File: config.mk
export PLATFORM = sky130hd
export DESIGN_NAME = mult_accum_stage
export DESIGN_NICKNAME = d
export VERILOG_FILES = /design/src/rtl/mult_accum_pkg.sv /design/src/rtl/mult_accum_delay_line.sv /design/src/rtl/mult_accum_stage.sv
export SDC_FILE = /design/constraint.sdc
export NUM_CORES = 1
export LEC_CHECK = 0
export BUFFER_PORTS_ARGS = -buffer_cell sky130_fd_sc_hd__buf_2
export CAP_MARGIN = 15
export CORE_UTILIZATION = 56
export DETAILED_ROUTE_END_ITERATION = 8
export GPL_TIMING_DRIVEN = 0
export HOLD_SLACK_MARGIN = 0.1
export PLACE_DENSITY = 0.8
export SKIP_LAST_GASP = 1
export SYNTH_ARGS = -nofsm -noshare
export SYNTH_HDL_FRONTEND = slang
export SYNTH_SLANG_ARGS = --single-unit
File: constraint.sdc
create_clock -name CLK -period 9.1 [get_ports CLK]
set_input_delay 1.82 -clock CLK [delete_from_list [all_inputs] [get_ports CLK]]
set_output_delay 1.82 -clock CLK [all_outputs]
set_load 0.01 [all_outputs]
File: src/rtl/mult_accum_pkg.sv
// mult_accum_pkg: shared constants and product extension helper for the multiplier accumulator stage
package mult_accum_pkg;
  localparam int LATENCY = 4;
  localparam int OUT_DEPTH = 2;
  function automatic logic [63:0] ext_product(input logic [63:0] prod, input logic tc, input int width);
    return (tc && prod[6'(width - 1)]) ? (prod | ({64{1'b1}} << width)) : prod;
  endfunction
endpackage

File: src/rtl/mult_accum_delay_line.sv
// mult_accum_delay_line: LATENCY-deep {valid,last,tc} tracker aligned with the multiplier (CLK,RST,in_* -> d_*, busy)
module mult_accum_delay_line
  import mult_accum_pkg::*;
(
  input  logic CLK,
  input  logic RST,
  input  logic in_valid,
  input  logic in_last,
  input  logic in_tc,
  output logic d_valid,
  output logic d_last,
  output logic d_tc,
  output logic busy
);
  logic [LATENCY-1:0] v, l, t;
  always_ff @(posedge CLK or posedge RST)
    if (RST) begin
      v <= '0;
      l <= '0;
      t <= '0;
    end else begin
      v <= {v[LATENCY-2:0], in_valid};
      l <= {l[LATENCY-2:0], in_last};
      t <= {t[LATENCY-2:0], in_tc};
    end
  assign d_valid = v[LATENCY-1];
  assign d_last = l[LATENCY-1];
  assign d_tc = t[LATENCY-1];
  assign busy = |v;
endmodule

File: src/rtl/mult_accum_stage.sv
// mult_accum_stage: per-group product accumulator behind a 4-edge multiplier (IN_* handshake, PRODUCT in, OUT_* 2-entry result buffer, BUSY)
module mult_accum_stage
  import mult_accum_pkg::*;
#(
  parameter int A_width = 8,
  parameter int B_width = 8,
  parameter int GUARD_BITS = 8,
  parameter int CNT_width = 8
) (
  input  logic                                    CLK,
  input  logic                                    RST,
  input  logic                                    IN_VALID,
  output logic                                    IN_READY,
  input  logic                                    IN_LAST,
  input  logic                                    IN_TC,
  input  logic [A_width+B_width-1:0]              PRODUCT,
  output logic                                    OUT_VALID,
  input  logic                                    OUT_READY,
  output logic [A_width+B_width+GUARD_BITS-1:0]   OUT_ACC,
  output logic                                    OUT_OVF,
  output logic [CNT_width-1:0]                    OUT_COUNT,
  output logic                                    BUSY
);
  localparam int P_W = A_width + B_width;
  localparam int ACC_W = P_W + GUARD_BITS;
  logic d_valid, d_last, d_tc, dl_busy;
  logic [ACC_W-1:0] acc, base, ext, sum, push_acc;
  logic [ACC_W:0] sum_c;
  logic ovf, ovf_now, ovf_n, first, push_r, push_ovf, wr_ptr, rd_ptr, accept, pop;
  logic [CNT_width-1:0] cnt, cnt_n, push_cnt;
  logic [1:0] credits, fifo_n;
  logic [ACC_W-1:0] f_acc [OUT_DEPTH];
  logic f_ovf [OUT_DEPTH];
  logic [CNT_width-1:0] f_cnt [OUT_DEPTH];
  mult_accum_delay_line u_dl (
    .CLK(CLK), .RST(RST), .in_valid(accept), .in_last(IN_LAST), .in_tc(IN_TC),
    .d_valid(d_valid), .d_last(d_last), .d_tc(d_tc), .busy(dl_busy)
  );
  assign IN_READY = credits < 2'(OUT_DEPTH);
  assign accept = IN_VALID & IN_READY;
  assign OUT_VALID = fifo_n != 2'd0;
  assign pop = OUT_VALID & OUT_READY;
  assign OUT_ACC = f_acc[rd_ptr];
  assign OUT_OVF = f_ovf[rd_ptr];
  assign OUT_COUNT = f_cnt[rd_ptr];
  assign BUSY = dl_busy | !first | push_r | OUT_VALID;
  always_comb begin
    base = first ? '0 : acc;
    ext = ACC_W'(ext_product(64'(PRODUCT), d_tc, P_W));
    sum_c = {1'b0, base} + {1'b0, ext};
    sum = sum_c[ACC_W-1:0];
    ovf_now = d_tc ? (base[ACC_W-1] == ext[ACC_W-1]) && (sum[ACC_W-1] != base[ACC_W-1]) : sum_c[ACC_W];
    ovf_n = (!first & ovf) | ovf_now;
    cnt_n = first ? CNT_width'(1) : (&cnt ? cnt : cnt + 1'b1);
  end
  always_ff @(posedge CLK or posedge RST)
    if (RST) begin
      acc <= '0;
      ovf <= 1'b0;
      cnt <= '0;
      first <= 1'b1;
      push_r <= 1'b0;
      push_acc <= '0;
      push_ovf <= 1'b0;
      push_cnt <= '0;
      credits <= '0;
      fifo_n <= '0;
      wr_ptr <= 1'b0;
      rd_ptr <= 1'b0;
      for (int i = 0; i < OUT_DEPTH; i++) begin
        f_acc[i] <= '0;
        f_ovf[i] <= 1'b0;
        f_cnt[i] <= '0;
      end
    end else begin
      if (d_valid) begin
        acc <= d_last ? '0 : sum;
        ovf <= ovf_n;
        cnt <= cnt_n;
        first <= d_last;
        push_acc <= sum;
        push_ovf <= ovf_n;
        push_cnt <= cnt_n;
      end
      push_r <= d_valid & d_last;
      credits <= credits + 2'(accept & IN_LAST) - 2'(pop);
      fifo_n <= fifo_n + 2'(push_r) - 2'(pop);
      if (push_r) begin
        f_acc[wr_ptr] <= push_acc;
        f_ovf[wr_ptr] <= push_ovf;
        f_cnt[wr_ptr] <= push_cnt;
        wr_ptr <= !wr_ptr;
      end
      if (pop) rd_ptr <= !rd_ptr;
    end
endmodule

==> flow_summary.toml, run 1 <==
[status]
status = "complete, no violations"

[drt]
wire_per_inst_um = 18.7
vias_per_cell = 5.91
drt_iter0_drc = 389
wl_mm = 17.2
drt_first_pass_iters = 7
via_count = 5435
drc = 0
final_antenna_net_count = 0

[finish]
layout-drive-gt1-share_pct = 27.8
finish.net_count = 787
num_antenna_cells = 0
mostFrequentLayoutCell = "dfrtp_1"
final_util_pct = 67.1
seq_area_um2 = 3580
fin_cells = 919
multi_input_area_um2 = 3610
layout_common_cells = "dfrtp_1 (142), mux2_2 (110), buf_2 (58)"
design_area_um2 = 8580
syn2layout_area_growth_pct = 15.8
fillerInstances = 981

[synthesis]
syn_avg_cell_area_um2 = 11.3
synth_edf_count = 0
synth_compound_area_share_pct = 12.2
synthMuxAreaShare_pct = 17.0
yosysTopAreaCell = "dfrtp_1"
synth_cells = 658
yosys.area_share.adder_pct = 5.17
synthFlopType = "dfrtp_1"
synth_top_family_by_area = "multiplexers"
synthArstFlopShare_pct = 100
synthXorXnorAreaFrac_pct = 2.72
synth.net_count = 710
synth_area_um2 = 7410
yosysSeqAreaShare_pct = 48.3
synth_warnings = 0
synth-simple-area-share_pct = 11.7
synth.distinct_cells = 64
synth_top_area_share_pct = 48.0
netlist_top_cells_area = "dfrtp_1 (48%), mux2_2 (17%), ha_1 (4.9%)"
synth_seq_cells = 143

[timing]
setup_viol_count_final = 0
drv_slew = 0
relSlewSlack_pct = 52.8
fin_crit_sh_pct = 50.2
period_minus_slack_ns = 4.57
fin_skew_ns = 0.00870
whs_ns = 0.348
rsz0062_at_grt = "no"
fin_setup_tns_ns = 0
setup_slack_ns = 4.53
worst_slew_pin_slew_ns = 0.707
max_freq_mhz = 219
hold_viol_final = 0

[critical_path]
criticalPathCategory = "flip-flop to output pin"
reg2reg_from = "first"
crit_fanout = 10
r2r_slack_ns = 5.13
crit_start = "u_dl.v[3]"
cp.required_ns = 7.28
endpoint = "BUSY"
worstReg2RegEnd = "push_acc[14]"
critical_path_arrival_ns = 2.75
end_kind = "output pin"
worst_setup_path_start_kind = "flip-flop"
rr_worst_depth = 13

[pwr]
power_mw = 3.00
power_density_nw_per_um2 = 349
p_leak_nw = 3.95
peakVddDrop_mv = 0.207

[clock_network]
h-tree-depth = 4
ctsResizeCount = 0
cts_hold_buf = 0
post-cts-setup-buffers = 0
cts_tree = "yes"
clk_path_buf_depth = 2
clock_sinks = 143
cts_root_buf = "clkbuf_16"
numCtsBuffers = 17
clk_latency_ns = 0.42
clkTransAtPathRegs_ns = 0.05

[placed_design]
dp.final_hpwl_mm = 12.1
post_dp_cell_area_um2 = 7940
port_buffers = 57
dp.cells = 888
dp_worst_setup_slack_ns = 4.62
place_congestion = 0.908

[floorplan]
row_count = 41
core_region_area_um2 = 12800
initial_core_util_pct = 58.0
ioPinCount = 58
dieWidth_um = 117
die_area_um2 = 13700
die_y_um = 117

[grt]
grt_use_total_pct = 27.4
grt_pass1_vias = 5616
overflow = 0
antenna_found_initial = 0
grt_pass1_wl_mm = 28.0
grt_max_degree = 87

[flow_run]
max_cap_viol_count = 0

[min_path]
hold_path.class = "flip-flop to flip-flop"
-- state kept, by name (all words and copies together), names as in the netlist --
name	count
push_r	1
f_cnt	16
acc	24
push_ovf	1
f_ovf	2
u_dl.l	4
fifo_n	2
u_dl.t	4
wr_ptr	1
push_acc	24
rd_ptr	1
u_dl.v	4
f_acc	48
credits	2
cnt	8
first	1
-- final cells by class --
type / count / area share [%]
plain buffers: 36 / 1.63
clock buffers: 21 / 5.25
clock inverters: 10 / 2.17
inverters: 20 / 0.934
multi-input cells: 459 / 42.1
flip-flops and latches: 143 / 41.7
well taps: 172 / 2.51
repair buffers: 58 / 3.65
-- report_power, final --
group / internal, mW / switching, mW
registers: 0.893 / 0.153
logic: 0.563 / 0.637
clock network: 0.492 / 0.258
-- per-layer routing --
| layer | part of all wire (%) | vias up | global-route usage, % | routed length, um |
|---|---|---|---|---|
| met5 | 0 | - | 0 | 0 |
| li1 | - | 2552 | - | - |
| met3 | 4.4 | 30 | 4.74 | 759 |
| met1 | 44 | 2698 | 35.7 | 7650 |
| met2 | 49 | 155 | 45.4 | 8420 |
| met4 | 2.1 | 0 | 11.4 | 365 |
-- logic make-up after synthesis --
kind of cell	after synthesis
buf+inv	56
flops	143
xor+xnor	23
mux	112
fa+ha+maj	30
compound gates	125
simple gates	169
-- worst min-delay path by stage --
stage	start	slack, ns	to	cells after the start
after floorplan	u_dl.l[0]	0.33	u_dl.l[1]	0
after global placement	u_dl.t[0]	0.33	u_dl.t[1]	0
after detailed placement	u_dl.l[2]	0.34	u_dl.l[3]	0
after CTS	u_dl.l[0]	0.35	u_dl.l[1]	0
after global routing	u_dl.l[0]	0.35	u_dl.l[1]	0
final	u_dl.l[0]	0.35	u_dl.l[1]	0
-- Yosys cell counts (all sizes together) (3+ instances only) --
cell       n
a211oi     8
a21o       8
a21oi     28
a221o      3
a22o      12
a22oi      3
a31oi      3
and2      10
buf       10
clkbuf    26
dfrtp    142
ha        29
inv       20
mux2     110
nand2     33
nand2b     8
nand3     14
nand4     10
nor2      39
nor2b     25
nor3       8
nor4       3
o2111ai    7
o211ai     6
o21a       5
o21ai     20
or3        8
or4        3
xnor2     16
xor2       7
-- critical path: stages (launching register included) --
cell and delay (ns):
dfrtp_1 0.36, clkbuf_1 0.28, inv_1 0.34, clkbuf_1 0.43, clkbuf_1 0.53, nand4_1 0.19, buf_2 0.19
Note: power is estimated with default switching activity, not from simulation.
==> run 2, diff against run 1 <==
Settings changed: CORE_UTILIZATION 56 to 55, PLACE_DENSITY 0.8 to 0.82.
Clock period 9.1 ns to 3.7 ns, I/O delays scaled along.
==> flow_summary.toml, run 2 (synthesized netlist as in run 1, its figures left out) <==
[status]
status = "complete, no violations"

[pwr]
p_sw_mw = 2.62
intPower_mw = 4.61
p_leak_nw = 3.96
sw_frac_of_total_pct = 36.2
pwr-share-clk_pct = 23.6
power_density_nw_per_um2 = 844
power_mw = 7.23
peakVddDrop_mv = 0.511
seqPwrFrac_pct = 36.0
combPwrFrac_pct = 40.5

[floorplan]
die_y_um = 118
row_count = 42
dieWidth_um = 118
ioPinCount = 58
initial_core_util_pct = 56.1
core_region_area_um2 = 13200
die_area_um2 = 13900

[finish]
seq_area_um2 = 3580
largest_register = "f_acc"
final_util_pct = 64.9
reg_top3 = "f_acc x48, acc x24, push_acc x24"
layout_common_cells = "dfrtp_1 (142), mux2_2 (110), buf_2 (58)"
multi_input_area_um2 = 3610
mostFrequentLayoutCell = "dfrtp_1"
layout-drive-gt1-share_pct = 28.7
finish.net_count = 788
syn2layout_area_growth_pct = 15.7
largest_register_ffs = 48
num_antenna_cells = 0
fillerInstances = 1025

[timing]
hold_viol_final = 0
max_freq_mhz = 278
relSlewSlack_pct = 45.4
period_minus_slack_ns = 3.60
drv_slew = 0
worst_slew_pin_slew_ns = 0.819
fin_skew_ns = 0.00597
fin_crit_sh_pct = 97.3
rsz0062_at_grt = "no"
setup_viol_count_final = 0

[drt]
wl_met2_mm = 8.59
wl_met3_um = 796
drt_first_pass_iters = 5
wl_mm = 17.2
highest_layer = "met4"
wl_met1_mm = 7.57
wire_per_inst_um = 18.6
drt_iter0_drc = 422
drc = 0
vias_per_cell = 5.91
via_count = 5465
final_antenna_net_count = 0

[grt]
grt_pass1_vias = 5566
antenna_found_initial = 0
overflow = 0
grt_pass1_wl_mm = 28.3
grt_use_total_pct = 26.3
grt_max_degree = 47

[critical_path]
critical_path_arrival_ns = 2.86
path_cells = "clkbuf_1 > inv_1 > clkbuf_1 > clkbuf_1 > nand4_1 > buf_2"
slowest_delay_ns = 0.64
cp.required_ns = 2.96
end_kind = "output pin"
path_buf_inv = 5
criticalPathCategory = "flip-flop to output pin"
worst_setup_path_start_kind = "flip-flop"
crit_fanout = 10
critPathSlowestCell = "clkbuf_1"
cpLargestDelayFamily = "buffers and inverters"
critPathMostFrequentCell = "clkbuf_1"

[min_path]
hold_path.class = "flip-flop to flip-flop"

[clock_network]
clk_path_buf_depth = 2
cts_root_buf = "clkbuf_16"
cts_tree = "yes"
h-tree-depth = 4
clk_latency_ns = 0.43
cts_hold_buf = 0
numCtsBuffers = 17
clkTransAtPathRegs_ns = 0.06
clock_sinks = 143

[placed_design]
dp.final_hpwl_mm = 12.2
port_buffers = 57
place_congestion = 0.886

[flow_run]
max_cap_viol_count = 0
## run 2: layer usage
layer | GRT usage, % | vias up
met4 | 9.70 | 0
met5 | 0 | -
met1 | 34.0 | 2739
met3 | 5.33 | 28
li1 | - | 2534
met2 | 43.6 | 164
## run 2: metrics by stage
stage	hold slack [ns]	instances	setup TNS [ns]	area (um2)	setup WS, ns
after global placement	0.334	891	-0.383	7920	-0.123
after global routing	0.364	925	0	8570	0.0113
after detailed placement	0.343	894	-0.875	7980	-0.213
after floorplan	0.331	658	0	7410	0.650
after CTS	0.357	925	0	8570	0.0900
final	0.353	925	0	8570	0.100
## run 2: layout make-up
type	instances	share of cell area, %
plain buffers	35	1.61
clock inverters	12	1.56
inverters	20	0.920
multi-input cells	459	42.2
repair buffers	60	4.03
flip-flops and latches	143	41.8
well taps	176	2.57
clock buffers	20	5.33
## run 2: power groups by stage
| stage | sequential [mW] | combinational [mW] | clock (mW) |
|---|---|---|---|
| after floorplan | 2.45 | 2.19 | 0 |
| after global placement | 2.53 | 2.81 | 0 |
| after detailed placement | 2.60 | 2.91 | 0 |
| after CTS | 2.60 | 2.93 | 1.72 |
| after global routing | 2.68 | 3.20 | 1.78 |
| final | 2.60 | 2.93 | 1.70 |
## run 2: path summary, 6_finish.rpt
check,from,end,slack [ns],depth (start not counted)
worst min register to register,u_dl.l[2],u_dl.l[3],0.35,0
max in group asynchronous,RST,f_acc[20],2.36,4
worst max register to register,first,acc[20],0.22,11
worst max-delay path,u_dl.v[3],BUSY,0.10,6
worst min-delay path,u_dl.l[2],u_dl.l[3],0.35,0
min in group asynchronous,RST,f_acc[26],0.43,2
## run 2: worst reg2reg max path, cell delays in order (launching register included)
cell and delay (ns):
dfstp_2 0.72, clkbuf_2 0.34, nor2_1 0.09, ha_1 0.22, inv_1 0.08, fa_1 0.21, and2b_1 0.21, o31ai_2 0.35
a21oi_1 0.27, a211oi_1 0.53, mux2i_1 0.26, nand3_1 0.09
## run 2: timing repair
item | CTS | global route
resized for setup | 2 | 0
endpoints found under the hold margin | 0 | 0
endpoints found under the setup margin | 14 | 0
setup buffers | 0 | 0
